--- src/rtl/alu_arbiter_if.sv ---
// Request/response and ALU-side signals of alu_arbiter, bundled per requester pair.
// slave  : the arbiter's view.
// master : the requesters' and ALU's view.
interface alu_arbiter_if #(
    parameter int WIDTH = 16
);
    logic [1:0]       req_valid;
    logic [1:0]       req_ready;
    logic [3:0]       req0_ctrl;
    logic [3:0]       req1_ctrl;
    logic [WIDTH-1:0] req0_a;
    logic [WIDTH-1:0] req0_b;
    logic [WIDTH-1:0] req1_a;
    logic [WIDTH-1:0] req1_b;
    logic [1:0]       rsp_valid;
    logic [1:0]       rsp_ready;
    logic [WIDTH-1:0] rsp_data;
    logic [3:0]       alu_ctrl;
    logic [WIDTH-1:0] alu_a;
    logic [WIDTH-1:0] alu_b;
    logic [WIDTH-1:0] alu_y;
    logic             busy;

    modport slave (
        input  req_valid, req0_ctrl, req1_ctrl, req0_a, req0_b, req1_a, req1_b,
        input  rsp_ready, alu_y,
        output req_ready, rsp_valid, rsp_data, alu_ctrl, alu_a, alu_b, busy
    );

    modport master (
        output req_valid, req0_ctrl, req1_ctrl, req0_a, req0_b, req1_a, req1_b,
        output rsp_ready, alu_y,
        input  req_ready, rsp_valid, rsp_data, alu_ctrl, alu_a, alu_b, busy
    );
endinterface

--- src/rtl/alu_arbiter.sv ---
// alu_arbiter: shares one multi-cycle ALU between two requesters, one operation
// at a time. Optional macro ALU_ARB_ROUND_ROBIN_EN selects round-robin on
// contention; without it requester 0 has fixed priority.
//
// state  | meaning
// -------+-----------------------------------------------------------
// S_IDLE | no operation; req_ready offered to the winning requester
// S_EXEC | operands on alu_*, counting down the ALU latency
// S_RESP | result held on rsp_data until the owner accepts it
module alu_arbiter #(
    parameter int WIDTH       = 16,
    parameter int ALU_LATENCY = 1
) (
    input  logic           clk,
    input  logic           resetn,
    alu_arbiter_if.slave   bus
);
    if (ALU_LATENCY < 1 || ALU_LATENCY > 15) begin : g_bad_latency
        $error("alu_arbiter: ALU_LATENCY must be in 1..15");
    end

    typedef enum logic [1:0] {S_IDLE, S_EXEC, S_RESP} state_t;

    state_t           state_q, state_d;
    logic [3:0]       cnt_q, cnt_d;
    logic             owner_q, owner_d;
    logic             last_grant_q, last_grant_d;
    logic [3:0]       alu_ctrl_q, alu_ctrl_d;
    logic [WIDTH-1:0] alu_a_q, alu_a_d;
    logic [WIDTH-1:0] alu_b_q, alu_b_d;
    logic [WIDTH-1:0] rsp_data_q, rsp_data_d;
    logic             grant;
    logic [1:0]       req_ready_c;

    // Pick the requester that would win if the arbiter were idle.
    always_comb begin
        grant = 1'b0;
`ifdef ALU_ARB_ROUND_ROBIN_EN
        if (bus.req_valid == 2'b11) begin
            grant = ~last_grant_q;
        end else begin
            grant = bus.req_valid[1];
        end
`else
        grant = ~bus.req_valid[0];
`endif
    end

    // Offer ready only to the winner, only while idle and out of reset.
    always_comb begin
        req_ready_c = 2'b00;
        if (state_q == S_IDLE && resetn) begin
            req_ready_c = grant ? {bus.req_valid[1], 1'b0} : {1'b0, bus.req_valid[0]};
        end
    end

    // Next-state and datapath updates for accept, latency count and response.
    always_comb begin
        state_d      = state_q;
        cnt_d        = cnt_q;
        owner_d      = owner_q;
        last_grant_d = last_grant_q;
        alu_ctrl_d   = alu_ctrl_q;
        alu_a_d      = alu_a_q;
        alu_b_d      = alu_b_q;
        rsp_data_d   = rsp_data_q;
        case (state_q)
            S_IDLE: begin
                if (|req_ready_c) begin
                    owner_d      = grant;
                    last_grant_d = grant;
                    cnt_d        = 4'(ALU_LATENCY);
                    alu_ctrl_d   = grant ? bus.req1_ctrl : bus.req0_ctrl;
                    alu_a_d      = grant ? bus.req1_a : bus.req0_a;
                    alu_b_d      = grant ? bus.req1_b : bus.req0_b;
                    state_d      = S_EXEC;
                end
            end
            S_EXEC: begin
                if (cnt_q == 4'd0) begin
                    rsp_data_d = bus.alu_y;
                    state_d    = S_RESP;
                end else begin
                    cnt_d = cnt_q - 4'd1;
                end
            end
            S_RESP: begin
                if (bus.rsp_ready[owner_q]) begin
                    state_d = S_IDLE;
                end
            end
            default: state_d = S_IDLE;
        endcase
    end

    // State and datapath registers; reset discards any in-flight operation.
    always_ff @(posedge clk) begin
        if (!resetn) begin
            state_q      <= S_IDLE;
            cnt_q        <= 4'd0;
            owner_q      <= 1'b0;
            last_grant_q <= 1'b1;
            alu_ctrl_q   <= 4'd0;
            alu_a_q      <= '0;
            alu_b_q      <= '0;
            rsp_data_q   <= '0;
        end else begin
            state_q      <= state_d;
            cnt_q        <= cnt_d;
            owner_q      <= owner_d;
            last_grant_q <= last_grant_d;
            alu_ctrl_q   <= alu_ctrl_d;
            alu_a_q      <= alu_a_d;
            alu_b_q      <= alu_b_d;
            rsp_data_q   <= rsp_data_d;
        end
    end

    assign bus.req_ready = req_ready_c;
    assign bus.rsp_valid = (state_q == S_RESP) ? (owner_q ? 2'b10 : 2'b01) : 2'b00;
    assign bus.rsp_data  = rsp_data_q;
    assign bus.alu_ctrl  = alu_ctrl_q;
    assign bus.alu_a     = alu_a_q;
    assign bus.alu_b     = alu_b_q;
    assign bus.busy      = (state_q != S_IDLE);
endmodule

--- src/flat_wrapper.sv ---
// flat-port wrapper written by rule: the top's interface ports become plain ports
module alu_arbiter_flat 
#(
    parameter int WIDTH       = 16,
    parameter int ALU_LATENCY = 1
)
  (clk, resetn, bus_req_valid, bus_req0_ctrl, bus_req1_ctrl, bus_req0_a, bus_req0_b, bus_req1_a, bus_req1_b, bus_rsp_ready, bus_alu_y, bus_req_ready, bus_rsp_valid, bus_rsp_data, bus_alu_ctrl, bus_alu_a, bus_alu_b, bus_busy);
  alu_arbiter_if #(.WIDTH(WIDTH)) bus_i ();
  input  logic clk;
  input  logic resetn;
  input wire logic [$bits(bus_i.req_valid)-1:0] bus_req_valid;
  input wire logic [$bits(bus_i.req0_ctrl)-1:0] bus_req0_ctrl;
  input wire logic [$bits(bus_i.req1_ctrl)-1:0] bus_req1_ctrl;
  input wire logic [$bits(bus_i.req0_a)-1:0] bus_req0_a;
  input wire logic [$bits(bus_i.req0_b)-1:0] bus_req0_b;
  input wire logic [$bits(bus_i.req1_a)-1:0] bus_req1_a;
  input wire logic [$bits(bus_i.req1_b)-1:0] bus_req1_b;
  input wire logic [$bits(bus_i.rsp_ready)-1:0] bus_rsp_ready;
  input wire logic [$bits(bus_i.alu_y)-1:0] bus_alu_y;
  output wire logic [$bits(bus_i.req_ready)-1:0] bus_req_ready;
  output wire logic [$bits(bus_i.rsp_valid)-1:0] bus_rsp_valid;
  output wire logic [$bits(bus_i.rsp_data)-1:0] bus_rsp_data;
  output wire logic [$bits(bus_i.alu_ctrl)-1:0] bus_alu_ctrl;
  output wire logic [$bits(bus_i.alu_a)-1:0] bus_alu_a;
  output wire logic [$bits(bus_i.alu_b)-1:0] bus_alu_b;
  output wire logic [$bits(bus_i.busy)-1:0] bus_busy;
  assign bus_i.req_valid = bus_req_valid;
  assign bus_i.req0_ctrl = bus_req0_ctrl;
  assign bus_i.req1_ctrl = bus_req1_ctrl;
  assign bus_i.req0_a = bus_req0_a;
  assign bus_i.req0_b = bus_req0_b;
  assign bus_i.req1_a = bus_req1_a;
  assign bus_i.req1_b = bus_req1_b;
  assign bus_i.rsp_ready = bus_rsp_ready;
  assign bus_i.alu_y = bus_alu_y;
  assign bus_req_ready = bus_i.req_ready;
  assign bus_rsp_valid = bus_i.rsp_valid;
  assign bus_rsp_data = bus_i.rsp_data;
  assign bus_alu_ctrl = bus_i.alu_ctrl;
  assign bus_alu_a = bus_i.alu_a;
  assign bus_alu_b = bus_i.alu_b;
  assign bus_busy = bus_i.busy;
  alu_arbiter #(.WIDTH(WIDTH), .ALU_LATENCY(ALU_LATENCY)) u_core (.clk(clk), .resetn(resetn), .bus(bus_i));
endmodule
--- config.mk ---
export PLATFORM = sky130hd
export DESIGN_NAME = alu_arbiter_flat
export DESIGN_NICKNAME = d
export VERILOG_FILES = /design/src/rtl/alu_arbiter_if.sv /design/src/rtl/alu_arbiter.sv /design/src/flat_wrapper.sv
export SDC_FILE = /design/constraint.sdc
export NUM_CORES = 1
export LEC_CHECK = 0
export ABC_AREA = 1
export CORE_MARGIN = 8
export CORE_UTILIZATION = 33
export CTS_BUF_LIST = sky130_fd_sc_hd__clkbuf_8
export CTS_CLUSTER_DIAMETER = 50
export CTS_CLUSTER_SIZE = 25
export DETAILED_ROUTE_END_ITERATION = 8
export GPL_ROUTABILITY_DRIVEN = 1
export GPL_TIMING_DRIVEN = 0
export HOLD_SLACK_MARGIN = 0.05
export PLACE_DENSITY = 0.73
export SYNTH_ARGS = -nofsm -noshare
export SYNTH_HDL_FRONTEND = slang
export SYNTH_SLANG_ARGS = --single-unit
--- constraint.sdc ---
create_clock -name clk -period 1.6 [get_ports clk]
set_input_delay 0.4 -clock clk [delete_from_list [all_inputs] [get_ports clk]]
set_output_delay 0.4 -clock clk [all_outputs]
set_load 0.01 [all_outputs]
Word level (Yosys, flattened, before mapping). Cells that the tools add are included.

Flip-flop bits (word level): 59. Output and inout bits: 57. Word-level logic and storage cells: 42.

Eq/ne operators: 6. Order comparisons: 1. Reductions and logical operators: 10. Add/subtract/negate cells: 1. Muxes and demuxes: 16. Bitwise gates (word level): 1.

Operators by type and width (number): 16-bit two-way mux (2); 2-bit two-way mux (7); 4-bit two-way mux (3); 4-bit case mux with 2 select lines (1); 2-bit case mux with 3 select lines (1); 3-bit AND reduction (2); 4-bit logical NOT (1); 2-bit by 1-bit inequality test with 1-bit output (second input constant) (2); 2-bit inequality test (second input constant) (2); 2-bit AND reduction (2); 2-bit nonzero test (2); 4-bit by 1-bit subtractor with 4-bit output (second input constant) (1); 2-bit by 1-bit == test with 1-bit output (second input constant) (1); 2-bit == test (second input constant) (1); 2-bit logical NOT (1); 1-bit by 2-bit < comparator with 1-bit output (second input constant) (1); 1-bit two-way mux (2); 2-bit OR reduction (1); 1-bit logical AND (1); 1-bit inverter (1).

Logic depth before layout (Yosys ltp).
Depth after elaboration: 6. Mapped depth: 8.

Worst setup path after synthesis. Ideal clock, no wire load.

Kind: input port to output port. Start point: input port bus_req_valid[0]. End point: output port bus_req_ready[1]. Slack: 0.238 ns. Stages on the path: 5. Data required time: 1.200 ns. Arrival time: 0.962 ns. Cell sequence: buf_4 buf_2 nor2_1 nand3_1 inv_1.

Longest elaborated chain between the ends: 2.

Ends and longest elaborated chain: from (decl) (line flat_wrapper.sv:11) `input wire logic [$bits(bus_i.req_valid)-1:0] bus_req_valid;`; 2-bit two-way mux (line alu_arbiter.sv:53) `req_ready_c = grant ? {bus.req_valid[1], 1'b0} : {1'b0, bus.req_valid[0]};`; 2-bit two-way mux (line alu_arbiter.sv:52) `if (state_q == S_IDLE && resetn) begin`; to (decl) (line flat_wrapper.sv:20) `output wire logic [$bits(bus_i.req_ready)-1:0] bus_req_ready;`.

No other way between the ends.

Worst setup path in the final report.
Start point: register u_core.state_q[1]. End point: output port bus_rsp_valid[0].

Longest elaborated chain between the ends: 2.

Ends and longest elaborated chain: from (decl) (line alu_arbiter.sv:24) `state_t state_q, state_d;`; from (signal assigned) (line alu_arbiter.sv:108) `state_q <= state_d;`; 2-bit == test (line alu_arbiter.sv:120) `assign bus.rsp_valid = (state_q == S_RESP) ? (owner_q ? 2'b10 : 2'b01) : 2'b00;`; 2-bit two-way mux (line alu_arbiter.sv:120); to (decl) (line flat_wrapper.sv:21) `output wire logic [$bits(bus_i.rsp_valid)-1:0] bus_rsp_valid;`.

No other way between the ends.

==> flow_summary.toml <==
[synthesis]
mappedNetlistArea_sq_mm = 0.002725
seq_area_frac_synth_pct = 43.34
avgSynthCellArea_sq_um = 6.745
synth-seq-cells = 59
ys_warn_count = 0
synthCells = 404
synth_cell_types = 22
synth_nets = 500

[drt]
ant_nets = 0
vias = 3105
drt_iter0_markers = 76
wire_per_inst_um = 13.80
wirelength_um = 9386
drc = 0
drtPass1Iterations = 4
via_per_inst = 4.566

[finish]
seq_area_sq_mm = 0.001186
n_antenna_cell = 0
stdcell_count = 680
final_cell_mix = "nor2_1, clkdlybuf4s50_1, o21ai_0"
fillers = 815
final_common_cell = "nor2_1"
layout-drive-gt1-share_pct = 10.96
nets = 666
multi_input_area_sq_mm = 0.001240
syn2layout_area_growth_pct = 68.14

[global_route]
track_usage_pct = 16.41
grt-ovfl-total = 0
antenna_found_initial = 0
grt_pass1_vias = 3095
grt_max_degree = 11
grt_first_pass_wirelength_um = 15120

[clock_network]
cts_tree = "built"
cts_sinks = 59
cts.path.max_buffers = 2
clk_pin_slew_ns = 0.07
htreeDepth = 3
clock-root-buffer = "clkbuf_8"
clkLatencyLatePin_ns = 0.33
numCtsBuffers = 9

[floorplan]
die_h_um = 106.9
io_pins = 151
core-area_sq_mm = 0.008093
row_count = 33
die_area_sq_mm = 0.01142
die_w_um = 106.9
start_util_pct = 33.67

[sta]
layout_setup_ws_ns = 0.05102
rsz0062_at_grt = "yes"
period_needed_ns = 1.549
drv_slew = 0
worst_slew_pin_slew_ns = 0.4848
holdWs_ns = 0.4743
hold_viol_final = 0
fmax_ghz = 0.6456
fin_skew_ns = 0.007282
fin_crit_sh_pct = 96.81
slew_headroom_pct = 67.68
finalSetupViolCount = 0

[power]
irDropWorstVdd_mv = 0.7153
netSwitchingPower_mw = 1.184
p_clk_share_pct = 35.5
power_frac_comb_pct = 25.1
leakagePower_nw = 2.244
p_per_area_mw_per_mm2 = 940.6
swShare_pct = 27.48
p_seq_share_pct = 39.5
internal_power_mw = 3.125

[placed_design]
gp_congestion = 0.7699
place_ws_ns = -0.9877
post-dp-hpwl_um = 7452
place_inst = 659
port_buffers = 150

[critical_path]
worstPathRequired_ns = 1.20
critPathMostFrequentCell = "inv_2"
cp_max_fo = 2
cp_data_arrival_time_ns = 1.15
crit_chain = "inv_2 -> nor2_4 -> inv_2 -> nor2_2 -> buf_2"
max_stage_delay_ns = 0.35
crit_slowest_cell = "dfxtp_2"
crit_path_start_kind = "flip-flop"
cp-end-kind = "output pin"
crit_type = "reg -> out"

[hold_path]
hold_path.class = "reg -> reg"

[flow_run]
cap_violations = 0

[run_status]
status = "complete, no violations"
-- registers in the layout, summed over array words and instances, names as in the netlist --
| signal | cells |
|---|---|
| u_core.bus.alu_b | 16 |
| u_core.bus.rsp_data | 16 |
| u_core.state_q | 2 |
| u_core.bus.alu_ctrl | 4 |
| u_core.cnt_q | 4 |
| u_core.owner_q | 1 |
| u_core.bus.alu_a | 16 |
-- stage by stage --
stage / total power [mW] / instance area [sq um] / utilization, % / setup TNS (ns)
after floorplan: 2.241 / 2725 / - / 0
after detailed placement: 2.899 / 4358 / 53.85 / -16.12
after global placement: 2.869 / 4358 / 53.85 / -13.97
after CTS: 4.347 / 4537 / 56.06 / 0
after global routing: 4.569 / 4582 / 56.62 / -0.01801
final: 4.310 / 4582 / 56.62 / 0
-- power by group through the flow --
stage                     combinational [mW]  sequential, mW  clock, mW
after floorplan                        0.444            1.80          0
after global placement                  1.14            1.73          0
after detailed placement                1.16            1.74          0
after CTS                               1.08            1.70       1.57
after global routing                    1.21            1.72       1.64
final                                   1.08            1.70       1.53
-- logic make-up after synthesis --
family / count (synthesis) / synth area share [%]
DFF: 59 / 43.34
and+or+nand+nor: 174 / 25.16
adders and majority gates: 2 / 0.9181
AOI/OAI and AO/OA: 95 / 18.27
buffers and inverters: 73 / 11.98
xor gates and xnor gates: 1 / 0.3215
-- per-layer routing --
metal	track usage (%)	wire, um	up-vias
met5	0	0	-
met4	4.925	181	0
met3	7.558	855	11
met2	27.35	4431	122
met1	18.27	3918	1383
li1	-	-	1589
-- timing repair --
action,in CTS,in global routing
pin swaps,1,4
hold buffers,0,0
setup buffers,3,3
resized for setup,84,12
endpoints found under the setup margin,57,7
-- cell usage after synthesis --
| cell type | number | area share (%) |
|---|---|---|
| nor2_1 | 114 | 16 |
| o21ai_0 | 80 | 15 |
| dfxtp_1 | 59 | 43 |
| inv_1 | 48 | 6.6 |
| nand2_1 | 47 | 6.5 |
| buf_4 | 10 | 2.8 |
| nand3_1 | 8 | 1.5 |
| o21ai_1 | 8 | 1.5 |
| buf_2 | 5 | 0.92 |
| clkbuf_1 | 5 | 0.69 |
| a21oi_1 | 4 | 0.73 |
| nand2_2 | 3 | 0.69 |
| ha_1 | 2 | 0.92 |
| inv_2 | 2 | 0.28 |
| nor2_4 | 2 | 0.83 |
| a21oi_2 | 1 | 0.32 |
| buf_1 | 1 | 0.14 |
| buf_6 | 1 | 0.41 |
| clkbuf_2 | 1 | 0.18 |
| o211ai_4 | 1 | 0.78 |
| o31ai_1 | 1 | 0.28 |
| xnor2_1 | 1 | 0.32 |
-- critical path, delay by kind of cell, from the launching register on --
| kind | cells | cell delay, ns |
|---|---|---|
| AND/OR/NAND/NOR | 2 | 0.22 |
| buffers and inverters | 3 | 0.25 |
| flip-flops | 1 | 0.35 |
-- area by class of cell --
cell class                      count  area share, %
Multi-Input combinational cell    272          27.06
Clock inverter                      5          1.638
Tap cell                          105          2.867
Timing Repair Buffer              156          32.06
Sequential cell                    59          25.89
Inverter                           50          4.096
Buffer                             22          3.086
Clock buffer                       11          3.304
-- final timing paths --
check / from / to / slack [ns] / cells after the start
max reg2reg: u_core.cnt_q[0]$_SDFFE_PN0P_ / u_core.bus.rsp_data[10]$_SDFFE_PN0P_ / 0.20 / 8
min reg2reg: u_core.bus.alu_b[0]$_SDFFE_PN0P_ / u_core.bus.alu_b[0]$_SDFFE_PN0P_ / 0.47 / 2
max: u_core.state_q[1]$_SDFFE_PN0P_ / bus_rsp_valid[0] / 0.05 / 5
min: u_core.bus.alu_b[0]$_SDFFE_PN0P_ / u_core.bus.alu_b[0]$_SDFFE_PN0P_ / 0.47 / 2
Note: power is estimated with default switching activity, not from simulation.
